$ cat config.mk
export PLATFORM = sky130hd
export DESIGN_NAME = message_controller
export DESIGN_NICKNAME = d
export VERILOG_FILES = /design/src/rtl/message_controller_pkg.sv /design/src/rtl/frame_counter.sv /design/src/rtl/message_controller.sv
export SDC_FILE = /design/constraint.sdc
export NUM_CORES = 1
export LEC_CHECK = 0
export ABC_AREA = 1
export CAP_MARGIN = 20
export CORE_UTILIZATION = 56
export CTS_CLUSTER_SIZE = 14
export DETAILED_ROUTE_END_ITERATION = 7
export HOLD_SLACK_MARGIN = 0.05
export PLACE_DENSITY = 0.82
export SLEW_MARGIN = 20
export SYNTH_ARGS = -nofsm -noshare
export SYNTH_HDL_FRONTEND = slang
export SYNTH_HIERARCHICAL = 1
export SYNTH_SLANG_ARGS = --single-unit
$ cat constraint.sdc
create_clock -name clk -period 1.9 [get_ports clk]
set_input_delay 0.475 -clock clk [delete_from_list [all_inputs] [get_ports clk]]
set_output_delay 0.475 -clock clk [all_outputs]
set_load 0.02 [all_outputs]
$ cat src/rtl/message_controller_pkg.sv
// Shared game package: message codes and default frame timing.
package message_controller_pkg;

  typedef enum logic [1:0] {
    MSG_NONE     = 2'b00,
    MSG_READY    = 2'b01,
    MSG_GAMEOVER = 2'b10,
    MSG_WIN      = 2'b11
  } msg_t;

  localparam int DEF_READY_FRAMES    = 120;
  localparam int DEF_HIT_FRAMES      = 60;
  localparam int DEF_MIN_SHOW_FRAMES = 90;
  localparam int DEF_BLINK_FRAMES    = 16;

  function automatic int max2(int a, int b);
    return (a > b) ? a : b;
  endfunction

endpackage

$ cat src/rtl/frame_counter.sv
// Saturating startOfFrame counter with synchronous clear.
module frame_counter #(
  parameter int W = 7
) (
  input  logic         clk,
  input  logic         resetN,
  input  logic         clear,
  input  logic         inc,
  output logic [W-1:0] count
);

  always_ff @(posedge clk or negedge resetN) begin
    if (!resetN)
      count <= '0;
    else if (clear)
      count <= '0;
    else if (inc && (count != '1))
      count <= count + 1'b1;
  end

endmodule

$ cat src/rtl/message_controller.sv
// Game flow FSM: level-start, hit freeze, game over and win messages.
module message_controller
  import message_controller_pkg::*;
#(
  parameter int READY_FRAMES    = DEF_READY_FRAMES,
  parameter int HIT_FRAMES      = DEF_HIT_FRAMES,
  parameter int MIN_SHOW_FRAMES = DEF_MIN_SHOW_FRAMES,
  parameter int BLINK_FRAMES    = DEF_BLINK_FRAMES
) (
  input  logic       clk,
  input  logic       resetN,
  input  logic       startOfFrame,
  input  logic       gameStart,
  input  logic       playerHit,
  input  logic       levelCleared,
  input  logic       livesZero,
  input  logic       lastLevel,
  input  logic       anyKey,
  output logic [1:0] message,
  output logic       gameFreeze,
  output logic       blinkOn,
  output logic       restartReq
);

  localparam int MAXF = max2(max2(READY_FRAMES, HIT_FRAMES),
                             max2(MIN_SHOW_FRAMES, BLINK_FRAMES));
  localparam int CW = $clog2(MAXF + 1);

  localparam logic [CW-1:0] READY_LAST = CW'(READY_FRAMES - 1);
  localparam logic [CW-1:0] HIT_LAST   = CW'(HIT_FRAMES - 1);
  localparam logic [CW-1:0] SHOW_MIN   = CW'(MIN_SHOW_FRAMES);
  localparam logic [CW-1:0] BLINK_LAST = CW'(BLINK_FRAMES - 1);

  typedef enum logic [2:0] {
    IDLE,
    READY,
    PLAYING,
    HIT,
    GAME_OVER,
    WIN
  } state_t;

  state_t        state, state_n;
  msg_t          msg_q, msg_n;
  logic          restart_n;
  logic          blink_n;
  logic          moved;
  logic          blink_wrap;
  logic [CW-1:0] cnt;
  logic [CW-1:0] bcnt;

  function automatic msg_t msg_of(state_t s);
    unique case (s)
      READY:     return MSG_READY;
      GAME_OVER: return MSG_GAMEOVER;
      WIN:       return MSG_WIN;
      default:   return MSG_NONE;
    endcase
  endfunction

  frame_counter #(.W(CW)) u_state_cnt (
    .clk    (clk),
    .resetN (resetN),
    .clear  (moved),
    .inc    (startOfFrame),
    .count  (cnt)
  );

  frame_counter #(.W(CW)) u_blink_cnt (
    .clk    (clk),
    .resetN (resetN),
    .clear  (moved || blink_wrap),
    .inc    (startOfFrame),
    .count  (bcnt)
  );

  always_comb begin
    state_n   = state;
    restart_n = 1'b0;
    unique case (state)
      IDLE:
        if (gameStart)
          state_n = READY;
      READY:
        if (startOfFrame && (cnt == READY_LAST))
          state_n = PLAYING;
      PLAYING:
        if (playerHit)
          state_n = HIT;
        else if (levelCleared)
          state_n = lastLevel ? WIN : READY;
      HIT:
        if (startOfFrame && (cnt == HIT_LAST))
          state_n = livesZero ? GAME_OVER : READY;
      GAME_OVER, WIN:
        if (anyKey && (cnt >= SHOW_MIN)) begin
          state_n   = IDLE;
          restart_n = 1'b1;
        end
      default:
        state_n = IDLE;
    endcase
  end

  // Blink restarts high on every entry; only nonzero messages blink.
  always_comb begin
    moved      = (state_n != state);
    msg_n      = msg_of(state_n);
    blink_wrap = startOfFrame && (bcnt == BLINK_LAST);
    if (moved || (msg_n == MSG_NONE))
      blink_n = 1'b1;
    else if (blink_wrap)
      blink_n = ~blinkOn;
    else
      blink_n = blinkOn;
  end

  always_ff @(posedge clk or negedge resetN) begin
    if (!resetN) begin
      state      <= IDLE;
      msg_q      <= MSG_NONE;
      gameFreeze <= 1'b1;
      blinkOn    <= 1'b1;
      restartReq <= 1'b0;
    end else begin
      state      <= state_n;
      msg_q      <= msg_n;
      gameFreeze <= (state_n != PLAYING);
      blinkOn    <= blink_n;
      restartReq <= restart_n;
    end
  end

  assign message = msg_q;

endmodule

==> flow_summary.yaml, run 1 <==
place:
  gp_congestion: 0.871
  dpl.hpwl_um: 2480
  place_area_mm2: 0.00183
  dp.cells: 284
  port_buffers: 13
setup_path:
  critPathMaxStageDelay_ps: 480
  critPathArrivalTime_ps: 2040
  crit_slowest_cell: "clkdlybuf4s50_1"
  end_kind: "flop"
  startpoint_type: "primary input"
  critPathBufInv: 4
  path_max_fanout: 3
  worstPathRequired_ps: 2160
  crit_family: "buffers and inverters"
  crit_chain: "clkdlybuf4s50_1 > inv_1 > o21ai_2 > nand2_2 > nand3_1 > nand2_1 > o21bai_1 > nor2_2 > inv_1 > buf_4 > nor2_1 > nand3_1 > nand2_1"
  path_class: "primary input to flop"
timing:
  drv_slew: 0
  finalClockSkew_ps: 12.6
  max_freq_mhz: 561
  hold_viol: 0
  fin_crit_sh: 0.939
  fin_crit_ps: 1780
  setup_viol: 0
  slew_headroom: 0.819
  tns_ps: 0
  worstMarginPinSlew_ps: 270
synthesis:
  async_flop_share: 1.00
  yosysUniqueCellTypes: 23
  synthesis.area_mm2: 0.00149
  syn_nets: 231
  ys.flop_type: "dfrtp_1"
  syn_inst: 220
  synth_edf_count: 0
  synth_warnings: 6
  ys_seq_elements: 22
  syn_area_per_cell_um2: 6.77
  synth-seq-area-share: 0.371
route:
  routed_wl_um: 3460
  drc: 0
  first_pass_iters: 4
  avgRoutedWirePerCell_um: 11.9
  drt_iter0_markers: 54
  viasPerCell: 5.18
  postRouteAntennaNets: 0
  vias: 1506
clocking:
  htree_num_levels: 1
  cts_buffers: 3
  cts_max_path_buffers: 2
  cts.sinks: 22
  cts_hold_buf: 0
  clkTransAtPathRegs_ps: 140
  clk_latency_ps: 320
  cts_root_buffer: "clkbuf_4"
  cts_tree: "done"
floorplanning:
  start_util: 0.596
  dieArea_mm2: 0.00287
  io_pins: 14
  core-area_mm2: 0.00250
  die_y_um: 53.6
  die_w_um: 53.6
  fp-row-count: 18
layout:
  areaGrowthSynthToFinish_pct: 29.8
  fin_area_mm2: 0.00193
  num_antenna_cells: 0
  layout.cells.non_filler: 291
  fin_nets: 273
  post_route_cells_drive_above_1_share: 0.207
run_status:
  status: "finished, final reports clean"
pwr:
  p_sw_w: 0.000648
  power_density_mw_per_mm2: 883
  seqPwrFrac: 0.429
  power.internal_w: 0.00106
  clkPwrFrac: 0.217
  p_leak_nw: 1.03
  vdd_drop_max_mv: 0.838
  swShare: 0.379
  pwr-share-comb: 0.354
global_route:
  grt_pass1_wl_um: 5700
  grt_usage: 0.274
  grt_max_degree: 23
  antenna_found_initial: 0
  gr-total-overflow: 0
  first_global_vias: 1387
run:
  maxCapViolCount: 0
worst_hold_path:
  hp-class: "primary input to async pin"
-- area by class of cell --
cell class | instances | area (um2)
clock inverters | 1 | 30.0
clock buffers | 3 | 22.5
well taps | 30 | 37.5
repair buffers | 39 | 344
flip-flops and latches | 22 | 556
fillers | 185 | 566
inverters | 38 | 143
multi-input cells | 158 | 802
-- cells in the final DEF, fill, tap and decap left out, types with 3 or more instances in the layout --
cell	count
clkdlybuf4s50_1	9
dfrtp_1	18
nand2_1	62
inv_1	36
nor2_2	4
nor2_1	20
nor3_1	6
clkbuf_4	3
buf_4	24
nand3_2	6
nand3_1	36
nand4_1	5
-- stage by stage --
step	power (W)	hold WS (ps)	util	worst slack, ps
final	0.00171	501	0.774	116
after global routing	0.00183	529	0.774	-1.84
after CTS	0.00170	521	0.753	11.4
after detailed placement	0.00133	550	0.733	-330
after global placement	0.00131	542	0.733	-293
after floorplan	0.00109	179	-	243
-- state kept, by name (all words and copies together), names as in the netlist --
name	flops
u_blink_cnt/count	7
u_state_cnt/count	7
state	3
message	2
blinkOn	1
gameFreeze	1
restartReq	1
-- cells in the mapped netlist, types with 2 or more instances --
cell type | count | area, um2
nor3_1 | 6 | 30.0
inv_1 | 36 | 135
nor2_1 | 22 | 82.6
nand3_1 | 36 | 180
buf_2 | 2 | 10.0
nand3_2 | 6 | 60.1
ha_1 | 2 | 25.0
o21a_1 | 2 | 15.0
inv_2 | 2 | 7.51
dfstp_2 | 2 | 52.6
a21oi_1 | 2 | 10.0
nor2_2 | 4 | 25.0
o21ai_4 | 2 | 32.5
or2_1 | 2 | 12.5
dfrtp_1 | 20 | 500
nand2_1 | 63 | 236
nand4_1 | 5 | 31.3
-- worst paths after layout --
kind	from	end	slack, ps	depth (start not counted)
setup reg to reg	state[0]$_DFF_PN0_	u_state_cnt/count[5]$_DFFE_PN0P_	130	13
hold / removal	resetN	u_state_cnt/count[3]$_DFFE_PN0P_	500	2
min in group clk	state[1]$_DFF_PN0_	restartReq$_DFF_PN0_	530	1
hold reg to reg	state[1]$_DFF_PN0_	restartReq$_DFF_PN0_	530	1
setup / recovery	playerHit	u_state_cnt/count[5]$_DFFE_PN0P_	120	13
max in group asynchronous	resetN	gameFreeze$_DFF_PN1_	1130	2
-- logic make-up (layout without fill, tap and decap cells) --
logic type / after synthesis / after routing / synth area share
simple gates: 146 / 146 / 0.451
buf+inv: 40 / 81 / 0.102
flops: 22 / 22 / 0.371
compound gates: 9 / 9 / 0.0529
fa+ha+maj: 2 / 2 / 0.0168
xor+xnor: 1 / 1 / 0.00588
-- power groups by stage --
stage	Clock, W	Combinational, W	Sequential (W)
after floorplan	0	0.000340	0.000754
after global placement	0	0.000581	0.000732
after detailed placement	0	0.000597	0.000737
after CTS	0.000372	0.000596	0.000728
after global routing	0.000389	0.000694	0.000748
final	0.000371	0.000604	0.000733
-- what timing repair did --
action                                  4_1_cts  5_1_grt
endpoints found under the setup margin        2       14
setup buffers                                 0        3
pin swaps                                     0        3
gates resized for setup                       2       11
-- per-layer routing --
metal | share of wire | vias to the layer above | track usage | wire (um)
li1 | - | 786 | - | -
met5 | 0 | - | 0 | 0
met3 | 0.032 | 2 | 0.0395 | 111
met1 | 0.47 | 687 | 0.336 | 1630
met4 | 0.0049 | 0 | 0.0965 | 17
met2 | 0.49 | 31 | 0.485 | 1700
(Power assumes the default switching activity.)
==> run 2: changes to the inputs <==
--- a/config.mk
+++ b/config.mk
@@ -12,6 +12,7 @@
 export DETAILED_ROUTE_END_ITERATION = 7
 export HOLD_SLACK_MARGIN = 0.05
 export PLACE_DENSITY = 0.82
+export REMOVE_ABC_BUFFERS = 1
 export SLEW_MARGIN = 20
 export SYNTH_ARGS = -nofsm -noshare
 export SYNTH_HDL_FRONTEND = slang
==> run 2 against run 1 <==
Via count shrank 0.60%. First-iteration DRC count shrank 3.7%. Core utilization is 1.2 points lower. Count of clock-buffer cells in the layout grew 1. Worst hold slack worse by 6.5 ps. Die area did not move. Clock skew decreased by 12 ps. Combinational power down 1%. Cell area fell by 1.6%. Final cell count unchanged. Sequential cell count did not move.
==> flow_summary.yaml, run 2 (synthesized netlist as in run 1, its figures left out) <==
clocking:
  cts_tree: "done"
  cts_root_buffer: "clkbuf_4"
  cts_max_path_buffers: 2
  clkTransAtPathRegs_ps: 120
  cts_buffers: 3
  cts.sinks: 22
  htree_num_levels: 1
  clk_latency_ps: 310
  cts_hold_buf: 0
timing:
  drv_slew: 0
  setup_viol: 0
  finalClockSkew_ps: 1.05
  max_freq_mhz: 561
  worstMarginPinSlew_ps: 272
  hold_viol: 0
  rsz0062_at_grt: "false"
  fin_crit_ps: 1780
  fin_crit_sh: 0.937
  hold_ws_ps: 495
  slew_headroom: 0.819
setup_path:
  path_class: "primary input to flop"
  worstPathRequired_ps: 2120
  critPathArrivalTime_ps: 2000
  path_max_fanout: 12
  startpoint_type: "primary input"
  end_kind: "flop"
floorplanning:
  dieArea_mm2: 0.00287
  core-area_mm2: 0.00250
  die_w_um: 53.6
  io_pins: 14
  start_util: 0.596
  fp-row-count: 18
  die_y_um: 53.6
layout:
  reg_top3: "u_blink_cnt/count x7, u_state_cnt/count x7, state x3"
  n_fill_cell: 194
  final_common_cell: "nand2_1"
  register_area_um2: 553
  post_route_cells_drive_above_1_share: 0.199
  multi_input_area_um2: 790
  areaGrowthSynthToFinish_pct: 27.8
  fin_nets: 273
  num_antenna_cells: 0
  mostFrequentLayoutCells: "63 x nand2_1, 36 x nand3_1, 35 x inv_1"
pwr:
  swShare: 0.390
  pwr-share-comb: 0.378
  power.internal_w: 0.000964
  p_leak_nw: 1.02
  vdd_drop_max_mv: 0.725
  clkPwrFrac: 0.166
  power_density_mw_per_mm2: 830
  p_sw_w: 0.000616
  seqPwrFrac: 0.455
  finalPower_w: 0.00158
route:
  drc: 0
  drt_iter0_markers: 52
  postRouteAntennaNets: 0
  first_pass_iters: 4
  routed_wl_um: 3190
  vias: 1497
  viasPerCell: 5.14
  avgRoutedWirePerCell_um: 10.9
global_route:
  grt_pass1_wl_um: 5330
  grt_usage: 0.257
  antenna_found_initial: 0
  first_global_vias: 1280
  gr-total-overflow: 0
  grt_max_degree: 23
place:
  dpl.hpwl_um: 2460
  port_buffers: 13
  gp_congestion: 0.888
run:
  maxCapViolCount: 0
worst_hold_path:
  hp-class: "primary input to async pin"
run_status:
  status: "finished, final reports clean"
==> run 2: cell types whose count changed in the layout (fill, tap and decap cells not counted), sizes merged <==
cell          change
bufinv            -1
clkbuf            +1
dlygate4sd2       +2
dlymetal6s2s      -2
==> run 2: per-layer routing <==
metal / GRT usage / wire (um) / vias to the layer above / share of wire
met5: 0 / 0 / - / 0
met1: 0.340 / 1540 / 681 / 0.48
met2: 0.419 / 1490 / 33 / 0.47
li1: - / - / 777 / -
met3: 0.0254 / 111 / 6 / 0.035
met4: 0.123 / 45 / 0 / 0.014
==> run 2: worst paths after layout <==
| check | slack [ps] | end | from | depth (start not counted) |
|---|---|---|---|---|
| hold reg to reg | 580 | restartReq$_DFF_PN0_ | state[1]$_DFF_PN0_ | 1 |
| setup reg to reg | 130 | u_blink_cnt/count[5]$_DFFE_PN0P_ | state[1]$_DFF_PN0_ | 12 |
| max in group asynchronous | 1130 | blinkOn$_DFFE_PN1P_ | resetN | 2 |
| hold / removal | 490 | restartReq$_DFF_PN0_ | resetN | 2 |
| min in group clk | 580 | restartReq$_DFF_PN0_ | state[1]$_DFF_PN0_ | 1 |
| setup / recovery | 120 | u_state_cnt/count[2]$_DFFE_PN0P_ | playerHit | 13 |
==> run 2: worst max-delay path: stages <==
cell             delay, ps
clkdlybuf4s50_1        410
or2_1                  210
nand2_1                 60
nand2_1                 80
nor2_2                 100
nand4_1                 80
nand2_1                100
nor2_2                  60
inv_1                   70
inv_1                   60
buf_12                 140
nand3_1                 90
nand2_1                 50
==> run 2: per-stage QoR <==
stage	utilization	instances	setup WS, ps	instance area (um2)	setup TNS [ps]
after detailed placement	0.741	285	-347	1850	-4730
after global placement	0.741	285	-297	1850	-4020
final	0.762	291	119	1900	0
after global routing	0.762	291	3.32	1900	0
after floorplan	-	218	266	1480	0
after CTS	0.754	289	102	1880	0
==> run 2: power by group through the flow <==
stage               registers, W  clock network, W  logic, W
floorplan               0.000754                 0  0.000340
global placement        0.000722                 0  0.000591
detailed placement      0.000727                 0  0.000601
CTS                     0.000718          0.000266  0.000595
global route            0.000737          0.000289  0.000696
finish                  0.000720          0.000263  0.000598
==> run 2: repair_timing <==
action | in CTS | in global routing
pin swaps | 0 | 2
gates resized for setup | 4 | 3
buffers inserted | 0 | 2
setup endpoints to repair | 10 | 11
==> run 2: final cells by class <==
class                   count  area share
multi-input cells         158       0.415
flip-flops and latches     22       0.290
repair buffers             39       0.181
inverters                  38      0.0749
well taps                  30      0.0197
clock buffers               4      0.0191
==> run 3: changes to the inputs <==
--- a/config.mk
+++ b/config.mk
@@ -11,7 +11,7 @@
 export CTS_CLUSTER_SIZE = 14
 export DETAILED_ROUTE_END_ITERATION = 7
 export HOLD_SLACK_MARGIN = 0.05
-export PLACE_DENSITY = 0.82
+export PLACE_DENSITY = 0.8
 export REMOVE_ABC_BUFFERS = 1
 export SLEW_MARGIN = 20
 export SYNTH_ARGS = -nofsm -noshare
==> run 3 against run 2 <==
Count of clock-buffer cells in the layout down 1. Global-route usage decreased by 0.070 points. Via count increased by 0.47%. Sequential share of layout area fell by 0.22 points. Critical endpoint is now u_state_cnt/count[3]$_DFFE_PN0P_. Highest routed layer unchanged.
==> flow_summary.yaml, run 3 (synthesized netlist as in run 1, its figures left out) <==
route:
  postRouteAntennaNets: 0
  drt_iter0_markers: 49
  first_pass_iters: 5
  avgRoutedWirePerCell_um: 11.6
  routed_wl_um: 3370
  viasPerCell: 5.17
  drc: 0
  vias: 1504
place:
  port_buffers: 13
  place_ws_ps: -391
  dpl.hpwl_um: 2520
  gp_congestion: 0.900
  place_area_mm2: 0.00185
timing:
  rsz0062_at_grt: "false"
  setup_viol: 0
  hold_viol: 0
  slew_headroom: 0.803
  fin_crit_ps: 1800
  finalClockSkew_ps: 14.3
  worstMarginPinSlew_ps: 295
  fin_ws_ps: 105
  max_freq_mhz: 557
  tns_ps: 0
  fin_crit_sh: 0.945
  drv_slew: 0
layout:
  reg_top3: "u_blink_cnt/count x7, u_state_cnt/count x7, state x3"
  num_antenna_cells: 0
  multi_input_area_um2: 787
  final_common_cell: "nand2_1"
  post_route_cells_drive_above_1_share: 0.199
  areaGrowthSynthToFinish_pct: 29.1
  fin_area_mm2: 0.00192
  n_fill_cell: 197
  mostFrequentLayoutCells: "63 x nand2_1, 36 x nand3_1, 35 x inv_1"
  fin_nets: 273
  register_area_um2: 554
global_route:
  antenna_found_initial: 0
  grt_usage: 0.257
  gr-total-overflow: 0
  grt_max_degree: 23
  grt_pass1_wl_um: 5350
  first_global_vias: 1257
pwr:
  p_sw_w: 0.000633
  p_leak_nw: 1.03
  power_density_mw_per_mm2: 881
  seqPwrFrac: 0.429
  vdd_drop_max_mv: 0.726
  clkPwrFrac: 0.215
  pwr-share-comb: 0.356
  power.internal_w: 0.00106
  swShare: 0.374
clocking:
  clkTransAtPathRegs_ps: 140
  clk_latency_ps: 310
  cts.sinks: 22
  htree_num_levels: 1
  cts_buffers: 3
  cts_tree: "done"
  cts_root_buffer: "clkbuf_4"
  cts_max_path_buffers: 2
  cts_hold_buf: 0
setup_path:
  path_max_fanout: 12
  worstPathRequired_ps: 2100
  startpoint_type: "primary input"
  critPathArrivalTime_ps: 2000
  end_kind: "flop"
  path_class: "primary input to flop"
floorplanning:
  start_util: 0.596
  io_pins: 14
  die_w_um: 53.6
  dieArea_mm2: 0.00287
  fp-row-count: 18
  die_y_um: 53.6
  core-area_mm2: 0.00250
run_status:
  status: "finished, final reports clean"
run:
  maxCapViolCount: 0
worst_hold_path:
  hp-class: "primary input to async pin"
## run 3: cell count changes in the layout (fill, tap and decap cells not counted)
cell / delta
dlymetal6s2s_1: +1
bufinv_16: +1
dlygate4sd2_1: -1
clkbuf_8: -1
o21ai_1: +1
nor2_2: -1
dfrtp_2: +1
o21ai_0: -1
nor2_1: +1
dfrtp_1: -1
## run 3: final timing paths
check | from | to | slack [ps] | depth (start not counted)
worst max register to register | u_state_cnt/count[1]$_DFFE_PN0P_ | u_state_cnt/count[3]$_DFFE_PN0P_ | 150 | 11
worst min-delay path | resetN | restartReq$_DFF_PN0_ | 490 | 2
worst min register to register | state[1]$_DFF_PN0_ | restartReq$_DFF_PN0_ | 540 | 1
worst max-delay path | playerHit | u_state_cnt/count[3]$_DFFE_PN0P_ | 100 | 13
min in group clk | state[1]$_DFF_PN0_ | restartReq$_DFF_PN0_ | 540 | 1
max in group asynchronous | resetN | blinkOn$_DFFE_PN1P_ | 1130 | 2
## run 3: metal layers
metal / vias up / GRT usage / wire (um)
met5: - / 0 / 0
met4: 0 / 0.0702 / 19
met3: 2 / 0.0254 / 195
met2: 47 / 0.450 / 1690
met1: 670 / 0.334 / 1470
li1: 785 / - / -
## run 3: area by class of cell
cell class	count	share of cell area
tap	30	0.0195
clock inverter	1	0.0156
sequential	22	0.288
inverter	38	0.0742
clock buffer	3	0.0117
multi-input combinational	158	0.409
timing repair buffer	39	0.182
## run 3: repair_timing
item,4_1_cts,5_1_grt
endpoints found under the setup margin,15,14
setup buffers,0,3
gates resized for setup,3,5
hold endpoints to repair,0,0
pin swaps,0,3
## run 3: power by group through the flow
stage / logic [W] / registers [W] / clock network, W
global route: 0.000688 / 0.000746 / 0.000388
floorplan: 0.000340 / 0.000754 / 0
finish: 0.000603 / 0.000727 / 0.000363
detailed placement: 0.000602 / 0.000732 / 0
global placement: 0.000589 / 0.000727 / 0
CTS: 0.000599 / 0.000728 / 0.000371
## run 3: critical path, stage by stage
cell,delay (ps)
clkdlybuf4s50_1,420
or2_1,220
nand2_1,70
nand2_1,70
nor2_2,110
nand4_1,80
nand2_1,100
nor2_2,50
inv_1,70
inv_1,60
buf_12,140
nand3_1,80
nand2_1,60
## run 3: through the flow
step / power (W) / hold slack [ps] / cells / util
after floorplan: 0.00109 / 179 / 218 / -
after global placement: 0.00132 / 539 / 284 / 0.738
after detailed placement: 0.00133 / 536 / 284 / 0.738
after CTS: 0.00170 / 491 / 288 / 0.758
after global routing: 0.00182 / 512 / 291 / 0.769
final: 0.00169 / 490 / 291 / 0.769
